==> src/rtl/cell_mem_pkg.sv <==
// Shared types for the cell-state RAM arbiter: requester tags and the
// registered RAM request word.
package cell_mem_pkg;

    localparam int CM_ADDR_W = 16;
    localparam int CM_DATA_W = 20;

    typedef enum logic [1:0] {
        SRC_NONE = 2'd0,
        SRC_DISP = 2'd1,
        SRC_HOST = 2'd2,
        SRC_ENG  = 2'd3
    } src_e;

    typedef struct packed {
        logic                 we;
        logic [CM_ADDR_W-1:0] addr;
        logic [CM_DATA_W-1:0] wdata;
    } mem_req_t;

endpackage

==> src/rtl/cell_mem_arbiter_read_tag_pipe.sv <==
// Shift register carrying the source tag of each RAM access until its read
// data emerges; a synchronous clear drops everything in flight.
module read_tag_pipe
    import cell_mem_pkg::*;
#(
    parameter int DEPTH = 2
) (
    input  logic clk,
    input  logic reset,
    input  src_e tag_in,
    output src_e tag_out
);

    src_e pipe_q [DEPTH];
    src_e pipe_d [DEPTH];

    always_comb begin
        pipe_d[0] = tag_in;
        for (int i = 1; i < DEPTH; i++) begin
            pipe_d[i] = pipe_q[i-1];
        end
    end

    always_ff @(posedge clk) begin
        if (reset) begin
            for (int i = 0; i < DEPTH; i++) begin
                pipe_q[i] <= SRC_NONE;
            end
        end else begin
            pipe_q <= pipe_d;
        end
    end

    assign tag_out = pipe_q[DEPTH-1];

endmodule

==> src/rtl/cell_mem_arbiter.sv <==
// Single-port cell RAM arbiter: display has priority up to a starvation cap,
// host and engine share the rest round-robin; read data is routed back by tag.
module cell_mem_arbiter
    import cell_mem_pkg::*;
#(
    parameter int ADDR_W       = CM_ADDR_W,
    parameter int DATA_W       = CM_DATA_W,
    parameter int READ_LATENCY = 1,
    parameter int MAX_STARVE   = 8
) (
    input  logic              clk,
    input  logic              reset,
    input  logic              disp_req,
    input  logic [ADDR_W-1:0] disp_addr,
    output logic              disp_gnt,
    output logic              disp_rvalid,
    output logic [DATA_W-1:0] disp_rdata,
    input  logic              host_req,
    input  logic              host_we,
    input  logic [ADDR_W-1:0] host_addr,
    input  logic [DATA_W-1:0] host_wdata,
    output logic              host_gnt,
    output logic              host_rvalid,
    output logic [DATA_W-1:0] host_rdata,
    input  logic              eng_req,
    input  logic              eng_we,
    input  logic [ADDR_W-1:0] eng_addr,
    input  logic [DATA_W-1:0] eng_wdata,
    output logic              eng_gnt,
    output logic              eng_rvalid,
    output logic [DATA_W-1:0] eng_rdata,
    output logic [ADDR_W-1:0] mem_addr,
    output logic              mem_we,
    output logic [DATA_W-1:0] mem_wdata,
    input  logic [DATA_W-1:0] mem_rdata
);

    localparam int STARVE_W = $clog2(MAX_STARVE + 1);
    localparam logic [STARVE_W-1:0] STARVE_MAX = STARVE_W'(MAX_STARVE);

    src_e                gnt_src;
    src_e                rd_tag;
    src_e                ret_tag;
    src_e                rr_last_q, rr_last_d;
    logic [STARVE_W-1:0] starve_q, starve_d;
    logic                other_req;
    mem_req_t            mem_q, mem_d;
    logic                disp_rvalid_q, disp_rvalid_d;
    logic                host_rvalid_q, host_rvalid_d;
    logic                eng_rvalid_q, eng_rvalid_d;
    logic [DATA_W-1:0]   disp_rdata_q, disp_rdata_d;
    logic [DATA_W-1:0]   host_rdata_q, host_rdata_d;
    logic [DATA_W-1:0]   eng_rdata_q, eng_rdata_d;

    // Once capped, display only gets through when nobody else is asking.
    always_comb begin
        other_req = host_req | eng_req;
        gnt_src   = SRC_NONE;
        if (!reset) begin
            if (disp_req && (starve_q < STARVE_MAX || !other_req)) begin
                gnt_src = SRC_DISP;
            end else if (host_req && (!eng_req || rr_last_q == SRC_ENG)) begin
                gnt_src = SRC_HOST;
            end else if (eng_req) begin
                gnt_src = SRC_ENG;
            end
        end
    end

    assign disp_gnt = (gnt_src == SRC_DISP);
    assign host_gnt = (gnt_src == SRC_HOST);
    assign eng_gnt  = (gnt_src == SRC_ENG);

    always_comb begin
        starve_d  = starve_q;
        rr_last_d = rr_last_q;
        if (host_gnt || eng_gnt || !other_req) begin
            starve_d = '0;
        end else if (disp_gnt && starve_q < STARVE_MAX) begin
            starve_d = starve_q + 1'b1;
        end
        if (host_gnt || eng_gnt) begin
            rr_last_d = gnt_src;
        end
    end

    // Idle cycles keep the last address/data on the bus, only we drops.
    always_comb begin
        mem_d    = mem_q;
        mem_d.we = 1'b0;
        rd_tag   = SRC_NONE;
        unique case (gnt_src)
            SRC_DISP: begin
                mem_d.addr  = disp_addr;
                mem_d.wdata = '0;
                rd_tag      = SRC_DISP;
            end
            SRC_HOST: begin
                mem_d.we    = host_we;
                mem_d.addr  = host_addr;
                mem_d.wdata = host_wdata;
                rd_tag      = host_we ? SRC_NONE : SRC_HOST;
            end
            SRC_ENG: begin
                mem_d.we    = eng_we;
                mem_d.addr  = eng_addr;
                mem_d.wdata = eng_wdata;
                rd_tag      = eng_we ? SRC_NONE : SRC_ENG;
            end
            default: ;
        endcase
    end

    read_tag_pipe #(
        .DEPTH (1 + READ_LATENCY)
    ) u_tag_pipe (
        .clk     (clk),
        .reset   (reset),
        .tag_in  (rd_tag),
        .tag_out (ret_tag)
    );

    always_comb begin
        disp_rvalid_d = (ret_tag == SRC_DISP);
        host_rvalid_d = (ret_tag == SRC_HOST);
        eng_rvalid_d  = (ret_tag == SRC_ENG);
        disp_rdata_d  = disp_rvalid_d ? mem_rdata : disp_rdata_q;
        host_rdata_d  = host_rvalid_d ? mem_rdata : host_rdata_q;
        eng_rdata_d   = eng_rvalid_d  ? mem_rdata : eng_rdata_q;
    end

    always_ff @(posedge clk) begin
        if (reset) begin
            starve_q      <= '0;
            rr_last_q     <= SRC_ENG;
            mem_q         <= '0;
            disp_rvalid_q <= 1'b0;
            host_rvalid_q <= 1'b0;
            eng_rvalid_q  <= 1'b0;
            disp_rdata_q  <= '0;
            host_rdata_q  <= '0;
            eng_rdata_q   <= '0;
        end else begin
            starve_q      <= starve_d;
            rr_last_q     <= rr_last_d;
            mem_q         <= mem_d;
            disp_rvalid_q <= disp_rvalid_d;
            host_rvalid_q <= host_rvalid_d;
            eng_rvalid_q  <= eng_rvalid_d;
            disp_rdata_q  <= disp_rdata_d;
            host_rdata_q  <= host_rdata_d;
            eng_rdata_q   <= eng_rdata_d;
        end
    end

    assign mem_addr    = mem_q.addr;
    assign mem_we      = mem_q.we;
    assign mem_wdata   = mem_q.wdata;
    assign disp_rvalid = disp_rvalid_q;
    assign host_rvalid = host_rvalid_q;
    assign eng_rvalid  = eng_rvalid_q;
    assign disp_rdata  = disp_rdata_q;
    assign host_rdata  = host_rdata_q;
    assign eng_rdata   = eng_rdata_q;

endmodule

==> config.mk <==
export PLATFORM = sky130hd
export DESIGN_NAME = cell_mem_arbiter
export DESIGN_NICKNAME = d
export VERILOG_FILES = /design/src/rtl/cell_mem_pkg.sv /design/src/rtl/cell_mem_arbiter_read_tag_pipe.sv /design/src/rtl/cell_mem_arbiter.sv
export SDC_FILE = /design/constraint.sdc
export NUM_CORES = 1
export LEC_CHECK = 0
export ABC_AREA = 0
export BUFFER_PORTS_ARGS = -buffer_cell sky130_fd_sc_hd__buf_2
export CORE_AREA = 2 2 140 108
export CTS_CLUSTER_SIZE = 24
export DETAILED_ROUTE_END_ITERATION = 6
export DIE_AREA = 0 0 142 110
export PLACE_DENSITY_LB_ADDON = 0.08
export SLEW_MARGIN = 10
export SYNTH_ARGS = -nofsm -noshare
export SYNTH_HDL_FRONTEND = slang
export SYNTH_HIERARCHICAL = 1
export SYNTH_SLANG_ARGS = --single-unit
==> constraint.sdc <==
create_clock -name clk -period 1.8 [get_ports clk]
set_input_delay 0 -clock clk [delete_from_list [all_inputs] [get_ports clk]]
set_output_delay 0 -clock clk [all_outputs]
set_load 0.05 [all_outputs]
# Word level (Yosys, flattened, before mapping)
# Index checks and enable logic that the tools add are counted.
# op_classes
add_sub_neg,1
n_lt_le_gt_ge,1
eq_ne,7
n_mux,9
bitwise_logic,1
n_reduce_logical,11
# ops
cell,n
one-hot mux 36 bit (3 select lines),1
2-to-1 mux 2 bit,6
equality test 2 bit (second input constant),5
one-hot mux 2 bit (3 select lines),1
adder 4 x 1 -> 4 bit (second input constant),1
equality test 2 x 1 -> 1 bit (second input constant),2
logical OR 1 bit,4
less-than comparator 4 bit (second input constant),1
logical AND 1 bit,3
nonzero test 3 bit,1
zero test 1 bit,2
one-hot mux 1 bit (2 select lines),1
OR reduction 2 bit,1
OR 1 bit,1
# word_totals
register_bits,110
in_bits,115
out_inout_bits,103
elab_cells,43

# Depth between registers and ports, before layout
# Gate-level depths: netlist of the first run.
# logic_depth
depth_word,10
mapped_depth,7

# By module
# The synthesis of the first run kept the hierarchy.
# modules_own_cells
mod,instances,cells_per_inst,area_each_um2,seq_area_each_um2
cell_mem_arbiter,1,493,4075.2,2122.0
read_tag_pipe,1,8,105.1,80.1

# Worst setup path after synthesis of the first run
# OpenSTA, ideal clock, no wires.
# synth_path
kind,flip-flop to flip-flop
from,register starve_q[3]
to,register u_tag_pipe.pipe_q (netlist bit u_tag_pipe/pipe_d[1])
t_arrival_ns,1.560
t_required_ns,1.735
slack_ns,0.175
stages_incl_launch_ff,7
path_buffers,1
period_less_slack_ns,1.625
cell_sequence,dfxtp_1 nor2b_2 a2111oi_4 buf_6 inv_1 o22ai_1 nor2b_1
# synth_between
elab_chain_cells,7
elab_cells_between_ends,9
classes_between,order compare (1); eq/ne (3); mux (3); reduce/logical (2)
# synth_rtl
item,line,source
"start, declared",cell_mem_arbiter.sv:45,"logic [STARVE_W-1:0] starve_q, starve_d;"
"start signal, assigned",cell_mem_arbiter.sv:144,starve_q <= starve_d;
less-than comparator 4 bit,cell_mem_arbiter.sv:60,if (disp_req && (starve_q < STARVE_MAX || !other_req)) begin
logical OR 1 bit,cell_mem_arbiter.sv:60,
logical AND 1 bit,cell_mem_arbiter.sv:60,
2-to-1 mux 2 bit,cell_mem_arbiter.sv:60,
2-to-1 mux 2 bit,cell_mem_arbiter.sv:59,if (!reset) begin
equality test 2 bit,-,
net host_gnt,cell_mem_arbiter.sv:22,"output logic host_gnt,"
one-hot mux 2 bit (3 select lines),cell_mem_arbiter.sv:92,unique case (gnt_src)
net rd_tag[1],cell_mem_arbiter.sv:42,src_e rd_tag;
"end signal, assigned",cell_mem_arbiter_read_tag_pipe.sv:30,pipe_q <= pipe_d;
"end, declared",cell_mem_arbiter_read_tag_pipe.sv:14,src_e pipe_q [DEPTH];
# The timed path passes the listed nets, and every way through them passes these cells.
# A chain may end at the register's enable or synchronous reset.

# Worst setup path in the final report of the first run
# layout_path
from,register rr_last_q[1]
to,output port host_gnt
# layout_between
elab_chain_cells,7
# layout_rtl
item,line,source
"start, declared",cell_mem_arbiter.sv:44,"src_e rr_last_q, rr_last_d;"
"start signal, assigned",cell_mem_arbiter.sv:145,rr_last_q <= rr_last_d;
equality test 2 bit,cell_mem_arbiter.sv:62,end else if (host_req && (!eng_req || rr_last_q == SRC_ENG)) begin
logical OR 1 bit,cell_mem_arbiter.sv:62,
logical AND 1 bit,cell_mem_arbiter.sv:62,
2-to-1 mux 2 bit,cell_mem_arbiter.sv:62,
2-to-1 mux 2 bit,cell_mem_arbiter.sv:60,
2-to-1 mux 2 bit,cell_mem_arbiter.sv:59,
equality test 2 bit,cell_mem_arbiter.sv:71,assign host_gnt = (gnt_src == SRC_HOST);
"end, declared",cell_mem_arbiter.sv:22,
# Every way passes these cells.

==> results.sh, run 1 <==
export IMPL_status="completed"
export IMPL_r2r_setup_slack_ns=0.15
export IMPL_regArea_mm2=0.00220
export IMPL_layout_common_cells="buf_2 (214), nand2_1 (147), dfxtp_1 (110)"
export IMPL_path_class="reg2out"
export IMPL_drt_iter0_drc=209
export IMPL_layout_nets=899
export IMPL_power_density_mw_per_mm2=814
export IMPL_ys_seq_elements=110
export IMPL_fillers=1434
export IMPL_start_kind="register"
export IMPL_synth_area_mm2=0.00418
export IMPL_layout_drive_gt1_share=0.327
export IMPL_vias_per_cell=4.72
export IMPL_fin_cells=966
export IMPL_grt_max_degree=62
export IMPL_crit_path_max_incr_delay_ns=0.45
export IMPL_pre_cts_slack_ns=0.178
export IMPL_path_cells="nand2_1 -> a2111oi_4 -> buf_12 -> buf_4"
export IMPL_gp_congestion=0.764
export IMPL_grt_pass1_wl_mm=22.3
export IMPL_core_area_mm2=0.0142
export IMPL_final_common_cell="buf_2"
export IMPL_ctsRootBufferMaster="clkbuf_16"
export IMPL_grt_use_met3=0.0441
export IMPL_finClkSkew_ns=0.00613
export IMPL_hold_class="in2reg"
export IMPL_max_freq_ghz=0.592
export IMPL_synth_top_area_cell="dfxtp_1"
export IMPL_grt_busiest_layer="met2"
export IMPL_first_pass_iters=4
export IMPL_cts_tree="built"
export IMPL_crit_required_ns=1.80
export IMPL_crit_slowest_cell="a2111oi_4"
export IMPL_die_h_um=110
export IMPL_syn_num_nets=617
export IMPL_cts_sinks=110
export IMPL_die_width_um=142
export IMPL_io_pins=218
export IMPL_setup_tns_ns=0
export IMPL_synth_cells=501
export IMPL_rows=38
export IMPL_path_clk_slew_ns=0.07
export IMPL_clkLatencyLatePin_ns=0.34
export IMPL_ctsHtreeMaxLevel=3
export IMPL_syn_mean_instance_area_um2=8.34
export IMPL_period_minus_slack_ns=1.69
export IMPL_slew_headroom=0.608
export IMPL_placed_cells=879
export IMPL_vias=4555
export IMPL_ant_nets=0
export IMPL_ir_drop_uv=469
export IMPL_antenna_found_initial=0
export IMPL_min_period_over_period=0.938
export IMPL_initial_utilization=0.294
export IMPL_die_area_mm2=0.0156
export IMPL_clockBufferDepth=2
export IMPL_max_slew_worst_pin_slew_ns=0.588
export IMPL_routed_wl_mm=14.3
export IMPL_cp_arrival_ns=1.69
export IMPL_drt_drc_violations_left=0
export IMPL_slew_violations=0
export IMPL_cap_violations=0
export IMPL_power_leakage_nw=2.94
export IMPL_timing_final_hold_violations=0
export IMPL_setup_viol=0
export IMPL_yosys_warnings=6
export IMPL_grt_pass1_vias=4570
export IMPL_wl_per_cell_um=14.8
export IMPL_num_antenna_cells=0
export IMPL_synth_area_leaders="dfxtp_1 (53%), nand2_1 (13%), a21oi_1 (7.3%), a221oi_1 (6.3%), nor2_1 (3.4%)"
export IMPL_whs_ns=0.00523
export IMPL_cp_end_kind="primary output"
export IMPL_met1_usage=0.224
export IMPL_grt_util_all_layers=0.180
export IMPL_cts_made_buffers=9
export IMPL_path_max_fanout=18
export IMPL_setup_slack_ns=0.111
export IMPL_multiInputGateArea_mm2=0.00179
export IMPL_area_growth_pct=55.3
export IMPL_grt_ovfl_total=0
export IMPL_grtUsageMet2=0.310
export IMPL_rsz0062_at_grt="false"
export IMPL_fin_util=0.457
export IMPL_ys_types=33
export IMPL_dp_hpwl_mm=9.45
export IMPL_io_buffers=217
export IMPL_netlist_area_leader_share=0.527
export IMPL_ys_seq_area_frac=0.527
==> logic make-up after synthesis <==
group | count (synthesis) | synth area share
compound gates | 123 | 0.196
xor+xnor | 1 | 0.00210
fa+ha+maj | 1 | 0.00299
buf+inv | 40 | 0.0461
flops | 110 | 0.527
mux | 3 | 0.00718
simple gates | 223 | 0.219
==> power breakdown <==
group | internal (mW) | switching [mW] | leakage [nW]
sequential | 2.51 | 0.0400 | 0.895
clock | 0.960 | 0.879 | 0.134
combinational | 0.355 | 0.543 | 1.91
==> worst max-delay path: cells and delay by family (launching register included) <==
kind / cells / cell delay, ns
AND/OR/NAND/NOR: 1 / 0.11
buffers and inverters: 2 / 0.42
AO/OA/AOI/OAI: 1 / 0.45
flip-flops: 1 / 0.35
==> cell type report <==
class / count / area share
flip-flops and latches: 110 / 0.339
inverters: 4 / 0.00231
well taps: 180 / 0.0347
multi-input cells: 351 / 0.276
clock inverters: 4 / 0.00366
clock buffers: 10 / 0.0368
repair buffers: 307 / 0.308
==> final timing paths <==
path                                   start                               end  cells after the start
min                             eng_wdata[9]         mem_wdata[9]$_SDFFE_PP0P_                      3
max reg2reg        rr_last_q[1]$_SDFFE_PP1P_          mem_addr[1]$_SDFFE_PP0P_                      6
max                rr_last_q[1]$_SDFFE_PP1P_                          host_gnt                      4
min reg2reg  u_tag_pipe/pipe_d[0]$_SDFF_PP0_  u_tag_pipe/tag_out[0]$_SDFF_PP0_                      1
==> cell usage after synthesis <==
master / count
a2111oi_4: 1
a211oi_1: 13
a21boi_0: 1
a21oi_1: 61
a221oi_1: 30
a22o_1: 1
a22oi_1: 6
a311o_1: 1
and2_1: 1
buf_1: 2
buf_2: 4
buf_4: 2
buf_6: 4
clkbuf_1: 24
dfxtp_1: 110
ha_1: 1
inv_1: 3
inv_2: 1
mux2i_1: 3
nand2_1: 147
nand2_2: 1
nand2b_1: 7
nand3_1: 2
nor2_1: 38
nor2b_1: 6
nor2b_2: 1
nor3_1: 15
o21ai_0: 4
o21bai_1: 4
o22ai_1: 1
or2_2: 1
or3_1: 4
xnor2_1: 1
==> per-layer routing <==
layer	part of all wire	wire length, um
met5	0	0
met1	0.45	6510
met3	0.051	724
met4	0.018	252
met2	0.48	6840
==> repair_timing <==
item,in CTS,in global routing
pin swaps,0,1
setup buffers,0,1
hold endpoints to repair,96,0
gates resized for setup,1,4
hold buffers,71,0
gates cloned,0,1
setup endpoints to repair,1,3
==> stage by stage <==
stage | power, mW | cell area [um^2]
final | 5.29 | 6490
after global routing | 5.52 | 6490
after CTS | 5.35 | 6450
after detailed placement | 3.37 | 5470
after global placement | 3.37 | 5470
after floorplan | 3.08 | 4180
==> flip-flops by register name, indices dropped and copies added, names as in the netlist <==
register / count
u_tag_pipe/pipe_d: 2
u_tag_pipe/tag_out: 2
host_rdata: 20
mem_we: 1
eng_rvalid: 1
host_rvalid: 1
rr_last_q: 2
starve_q: 4
disp_rdata: 20
disp_rvalid: 1
eng_rdata: 20
mem_wdata: 20
mem_addr: 16
Power figures use the tool's default switching activity.
==> run 2: changes to the inputs <==
--- a/config.mk
+++ b/config.mk
@@ -6,12 +6,12 @@
 export NUM_CORES = 1
 export LEC_CHECK = 0
 export ABC_AREA = 0
-export BUFFER_PORTS_ARGS = -buffer_cell sky130_fd_sc_hd__buf_2
 export CORE_AREA = 2 2 140 108
 export CTS_CLUSTER_SIZE = 24
 export DETAILED_ROUTE_END_ITERATION = 6
 export DIE_AREA = 0 0 142 110
-export PLACE_DENSITY_LB_ADDON = 0.08
+export DONT_BUFFER_PORTS = 1
+export GPL_TIMING_DRIVEN = 0
 export SLEW_MARGIN = 10
 export SYNTH_ARGS = -nofsm -noshare
 export SYNTH_HDL_FRONTEND = slang
==> run 2 against run 1 <==
Clock-buffer cell count fell by 1. Sequential power rose by 10%. First-iteration DRC count rose by 11%. Largest cell class unchanged. Largest power group unchanged.
==> results.sh, run 2 (same netlist as run 1, synthesis figures left out) <==
export IMPL_path_clk_slew_ns=0.07
export IMPL_ctsRootBufferMaster="clkbuf_16"
export IMPL_clkLatencyLatePin_ns=0.35
export IMPL_power_leakage_nw=2.14
export IMPL_slew_violations=0
export IMPL_die_h_um=110
export IMPL_grt_util_all_layers=0.182
export IMPL_hold_class="in2reg"
export IMPL_path_max_fanout=10
export IMPL_grt_ovfl_total=0
export IMPL_setup_viol=0
export IMPL_gp_congestion=0.801
export IMPL_cts_tree="built"
export IMPL_io_buffers=0
export IMPL_area_growth_pct=42.6
export IMPL_clockBufferDepth=2
export IMPL_ir_drop_uv=386
export IMPL_first_pass_iters=4
export IMPL_power_density_mw_per_mm2=935
export IMPL_fin_cells=812
export IMPL_final_common_cell="nand2_1"
export IMPL_initial_utilization=0.294
export IMPL_crit_slowest_cell="or3_4"
export IMPL_core_area_mm2=0.0142
export IMPL_drt_iter0_drc=233
export IMPL_vias_per_cell=5.17
export IMPL_cp_arrival_ns=1.99
export IMPL_die_width_um=142
export IMPL_multiInputGateArea_mm2=0.00184
export IMPL_rows=38
export IMPL_crit_path_max_incr_delay_ns=0.42
export IMPL_cts_sinks=110
export IMPL_grt_pass1_vias=4375
export IMPL_ctsHtreeMaxLevel=3
export IMPL_regArea_mm2=0.00220
export IMPL_cp_end_kind="register"
export IMPL_fillers=1360
export IMPL_placed_cells=681
export IMPL_dp_hpwl_mm=9.78
export IMPL_layout_common_cells="nand2_1 (147), dlygate4sd3_1 (113), dfxtp_1 (109)"
export IMPL_drt_drc_violations_left=0
export IMPL_min_period_over_period=0.983
export IMPL_grt_max_degree=20
export IMPL_ant_nets=0
export IMPL_path_buf_inv=1
export IMPL_period_minus_slack_ns=1.77
export IMPL_num_antenna_cells=0
export IMPL_io_pins=218
export IMPL_rsz0062_at_grt="true"
export IMPL_vias=4201
export IMPL_cts_made_buffers=9
export IMPL_finClkSkew_ns=0.0124
export IMPL_grt_pass1_wl_mm=22.0
export IMPL_slew_headroom=0.224
export IMPL_cp_top_family="simple AND/OR/NAND/NOR gates"
export IMPL_cap_violations=0
export IMPL_path_class="reg2reg"
export IMPL_wl_per_cell_um=18.2
export IMPL_max_freq_ghz=0.565
export IMPL_path_cells="nor2b_2 -> or3_4 -> buf_2 -> a221oi_1 -> a211oi_1"
export IMPL_start_kind="register"
export IMPL_layout_nets=743
export IMPL_status="completed"
export IMPL_routed_wl_mm=14.8
export IMPL_timing_final_hold_violations=0
export IMPL_layout_drive_gt1_share=0.0665
export IMPL_whs_ns=0.0160
export IMPL_crit_required_ns=2.02
export IMPL_die_area_mm2=0.0156
export IMPL_antenna_found_initial=0
export IMPL_max_slew_worst_pin_slew_ns=1.16
run 2: cell types whose count changed in the layout (fill, tap and decap cells not counted), sizes merged:
cell,change
dlygate4sd3,+42
clkinv,-1
bufinv,+2
inv,+2
clkbuf,+22
buf,-221
run 2: area by class of cell:
cell class	count	share of cell area
flip-flops and latches	110	0.370
multi-input cells	351	0.308
repair buffers	115	0.195
clock buffers	9	0.0378
well taps	180	0.0378
plain buffers	36	0.0311
clock inverters	7	0.0172
inverters	4	0.00336
run 2: power by group:
part	internal [mW]	switching, mW	total (mW)
Sequential	2.51	0.305	2.81
Clock	1.24	0.954	2.19
Combinational	0.290	0.274	0.564
run 2: path summary, 6_finish.rpt:
check,start,to,slack (ns),depth (start not counted)
min reg2reg,starve_q[0]$_SDFFE_PP0P_,starve_q[0]$_SDFFE_PP0P_,0.45,1
max,starve_q[3]$_SDFFE_PP0P_,mem_addr[4]$_SDFFE_PP0P_,0.03,5
max reg2reg,starve_q[3]$_SDFFE_PP0P_,mem_addr[4]$_SDFFE_PP0P_,0.03,5
min,reset,u_tag_pipe/pipe_d[0]$_SDFF_PP0_,0.02,3
run 2: metal layers:
layer / track usage / up-vias / wire [um]
met4: 0.0914 / 0 / 468
met1: 0.202 / 1972 / 5880
met3: 0.0631 / 45 / 1270
met5: 0 / - / 0
met2: 0.314 / 213 / 7140
li1: - / 1971 / -
run 2: what timing repair did:
action | in CTS | in global routing
hold buffers | 113 | 0
endpoints found under the hold margin | 103 | 0
gates resized for setup | 2 | 13
pin swaps | 1 | 2
setup buffers | 2 | 0
endpoints found under the setup margin | 36 | 26
run 2: per-stage QoR:
| step | setup WS (ns) | power [mW] | setup TNS, ns | instance area (um^2) | util |
|---|---|---|---|---|---|
| 6_report | 0.0305 | 5.57 | 0 | 5960 | 0.419 |
| 5_1_grt | -0.00741 | 5.75 | -0.0169 | 5960 | 0.419 |
| 4_1_cts | 0.0191 | 5.58 | 0 | 5900 | 0.415 |
| 3_5_place_dp | -0.312 | 3.17 | -3.96 | 4410 | 0.310 |
| 3_3_place_gp | -0.275 | 3.16 | -3.02 | 4410 | 0.310 |
| 2_1_floorplan | 0.175 | 3.08 | 0 | 4180 | - |
run 2: worst min-delay path: stages:
cell,delay (ns)
or3_4,0.14
o21bai_1,0.06
nor2b_1,0.12
==> run 3: changes to the inputs <==
--- a/config.mk
+++ b/config.mk
@@ -5,11 +5,11 @@
 export SDC_FILE = /design/constraint.sdc
 export NUM_CORES = 1
 export LEC_CHECK = 0
-export ABC_AREA = 0
-export CORE_AREA = 2 2 140 108
-export CTS_CLUSTER_SIZE = 24
+export ABC_AREA = 1
+export CORE_AREA = 2 2 144 111
+export CTS_CLUSTER_SIZE = 10
 export DETAILED_ROUTE_END_ITERATION = 6
-export DIE_AREA = 0 0 142 110
+export DIE_AREA = 0 0 146 113
 export DONT_BUFFER_PORTS = 1
 export GPL_TIMING_DRIVEN = 0
 export SLEW_MARGIN = 10
==> run 3 against run 2 <==
Area after synthesis increased by 7.0%. Critical path depth increased by 3. Worst setup slack improved by 0.13 ns. Utilization decreased by 0.30 points. Maximum frequency increased by 7.6%. Sequential share of layout area decreased by 1.8 points. Cell area increased by 5.0%. Clock skew decreased by 0.0015 ns. Clock-buffer cell count increased by 1. Non-clock buffer count increased by 2. Cell count increased by 19%. Global-route usage increased by 1.2 points.
==> results.sh, run 3 <==
export IMPL_status="completed"
export IMPL_drt_drc_violations_left=0
export IMPL_die_width_um=146
export IMPL_setup_viol=0
export IMPL_crit_path_max_incr_delay_ns=0.44
export IMPL_finClkSkew_ns=0.0109
export IMPL_synth_area_leaders="dfxtp_1 (49%), nor2_1 (17%), o21ai_0 (10%), nand2_1 (8.1%), nand3_1 (3.6%)"
export IMPL_path_clk_slew_ns=0.07
export IMPL_cp_top_family="buffers and inverters"
export IMPL_cp_depth=8
export IMPL_ir_drop_uv=395
export IMPL_period_minus_slack_ns=1.64
export IMPL_cts_tree="built"
export IMPL_layout_common_cells="nor2_1 (208), dlygate4sd3_1 (115), dfxtp_1 (110)"
export IMPL_hold_class="in2reg"
export IMPL_io_pins=218
export IMPL_die_h_um=113
export IMPL_path_class="reg2reg"
export IMPL_grt_pass1_wl_mm=24.9
export IMPL_power_total_mw=6.11
export IMPL_initial_utilization=0.298
export IMPL_hold_path_depth=4
export IMPL_ctsHtreeMaxLevel=3
export IMPL_synth_area_mm2=0.00447
export IMPL_vias_per_cell=4.66
export IMPL_start_kind="register"
export IMPL_area_growth_pct=39.9
export IMPL_vias=4485
export IMPL_crit_required_ns=2.08
export IMPL_syn_num_nets=743
export IMPL_slew_violations=0
export IMPL_fillers=1562
export IMPL_r2r_setup_slack_ns=0.16
export IMPL_synth_top_area_cell="dfxtp_1"
export IMPL_power_density_mw_per_mm2=976
export IMPL_core_area_mm2=0.0150
export IMPL_cap_violations=0
export IMPL_cts_made_buffers=9
export IMPL_synth_edf_count=0
export IMPL_timing_final_hold_violations=0
export IMPL_grt_pass1_vias=4549
export IMPL_ant_nets=0
export IMPL_netlist_area_leader_share=0.492
export IMPL_die_area_mm2=0.0165
export IMPL_layout_drive_gt1_share=0.0580
export IMPL_synth_common_cells="nor2_1 (208), dfxtp_1 (110), nand2_1 (97)"
export IMPL_crit_top_cell="inv_1"
export IMPL_dp_hpwl_mm=10.7
export IMPL_io_buffers=0
export IMPL_routed_wl_mm=16.1
export IMPL_syn_mean_instance_area_um2=7.13
export IMPL_gp_congestion=0.806
export IMPL_wl_per_cell_um=16.7
export IMPL_grt_ovfl_total=0
export IMPL_ys_seq_elements=110
export IMPL_cp_end_kind="register"
export IMPL_cp_arrival_ns=1.93
export IMPL_min_period_over_period=0.914
export IMPL_ys_async_sr_fraction=0
export IMPL_crit_slowest_cell="dfxtp_1"
export IMPL_final_common_cell="nor2_1"
export IMPL_max_freq_ghz=0.608
export IMPL_num_antenna_cells=0
export IMPL_max_slew_worst_pin_slew_ns=0.585
export IMPL_drt_iter0_drc=255
export IMPL_cts_sinks=110
export IMPL_rsz0062_at_grt="false"
export IMPL_synth_cells=627
export IMPL_power_leakage_nw=2.64
export IMPL_ys_seq_area_frac=0.492
export IMPL_grt_max_degree=17
export IMPL_synth_most_common_cell="nor2_1"
export IMPL_antenna_found_initial=0
export IMPL_synth_top_flop_cell="dfxtp_1"
export IMPL_whs_ns=0.0577
export IMPL_clockBufferDepth=2
export IMPL_ys_types=27
export IMPL_first_pass_iters=5
export IMPL_clkLatencyLatePin_ns=0.35
export IMPL_path_buf_inv=4
export IMPL_rr_worst_depth=8
export IMPL_yosys_warnings=6
export IMPL_path_max_fanout=10
export IMPL_slew_headroom=0.610
export IMPL_rows=39
export IMPL_path_cells="o21ai_2 -> nor2_2 -> buf_4 -> buf_6 -> inv_1 -> o22ai_1 -> inv_1 -> nor2_1"
export IMPL_grt_util_all_layers=0.194
export IMPL_layout_nets=871
export IMPL_ctsRootBufferMaster="clkbuf_16"
==> run 3: changes by cell type after synthesis, moves of 6 or more <==
| cell | change |
|---|---|
| a22oi_1 | -6 |
| o21ai_0 | +87 |
| nor3_1 | -15 |
| inv_1 | +23 |
| a211oi_1 | -13 |
| nor2_1 | +170 |
| a21oi_1 | -60 |
| nor2b_1 | -6 |
| nand2b_1 | -7 |
| a221oi_1 | -30 |
| nand4_1 | +8 |
| nand3_1 | +30 |
| nand2_1 | -50 |
==> run 3: metrics by stage <==
stage / TNS (ns) / setup slack, ns / utilization / area [um^2] / std cells
6_report: 0 / 0.156 / 0.416 / 6260 / 963
5_1_grt: 0 / 0.00597 / 0.416 / 6260 / 963
4_1_cts: 0 / 0.0554 / 0.415 / 6240 / 961
3_5_place_dp: -1.28 / -0.248 / 0.315 / 4730 / 832
3_3_place_gp: -1.12 / -0.218 / 0.315 / 4730 / 832
2_1_floorplan: 0 / 0.127 / - / 4470 / 627
==> run 3: power by group <==
part | total [mW] | internal [mW] | switching (mW)
registers | 2.99 | 2.54 | 0.445
clock network | 2.41 | 1.52 | 0.883
logic | 0.711 | 0.329 | 0.382
total | 6.11 | 4.40 | 1.71
==> run 3: layout make-up <==
type,count,area (um^2),area share
plain buffers,36,203,0.0324
multi-input cells,450,1950,0.311
repair buffers,117,1170,0.186
clock inverters,4,120,0.0192
well taps,205,256,0.0410
clock buffers,10,239,0.0382
inverters,31,121,0.0194
flip-flops and latches,110,2200,0.352
==> run 3: cell families after synthesis <==
family          after synthesis  synth area share
fa+ha+maj                     1           0.00280
flops                       110             0.492
compound gates               96             0.112
buf+inv                      67            0.0719
xor+xnor                      2           0.00392
simple gates                351             0.317
==> run 3: worst paths after layout <==
kind                                                 startpoint                                to
worst max-delay path                   starve_q[3]$_SDFFE_PP0P_   u_tag_pipe/pipe_d[1]$_SDFF_PP0_
worst min-delay path                                   disp_req   u_tag_pipe/pipe_d[0]$_SDFF_PP0_
worst max register to register         starve_q[3]$_SDFFE_PP0P_   u_tag_pipe/pipe_d[1]$_SDFF_PP0_
worst min register to register  u_tag_pipe/pipe_d[0]$_SDFF_PP0_  u_tag_pipe/tag_out[0]$_SDFF_PP0_
==> run 3: repair_timing <==
| action | 4_1_cts | 5_1_grt |
|---|---|---|
| endpoints found under the setup margin | 8 | 22 |
| pin swaps | 0 | 1 |
| resized for setup | 1 | 1 |
| hold endpoints to repair | 110 | 0 |
| hold buffers | 115 | 0 |
| buffers inserted | 0 | 2 |
==> run 3: worst min-delay path, stage by stage <==
cell	delay (ns)
nand3_1	0.17
o21ai_0	0.12
inv_1	0.05
nor2_1	0.03
==> run 3: layer usage <==
metal	share of wire	routed length [um]	GRT usage
met5	0	0	0
met1	0.43	6890	0.238
met3	0.093	1490	0.0718
met4	0.022	359	0.0718
met2	0.46	7340	0.314
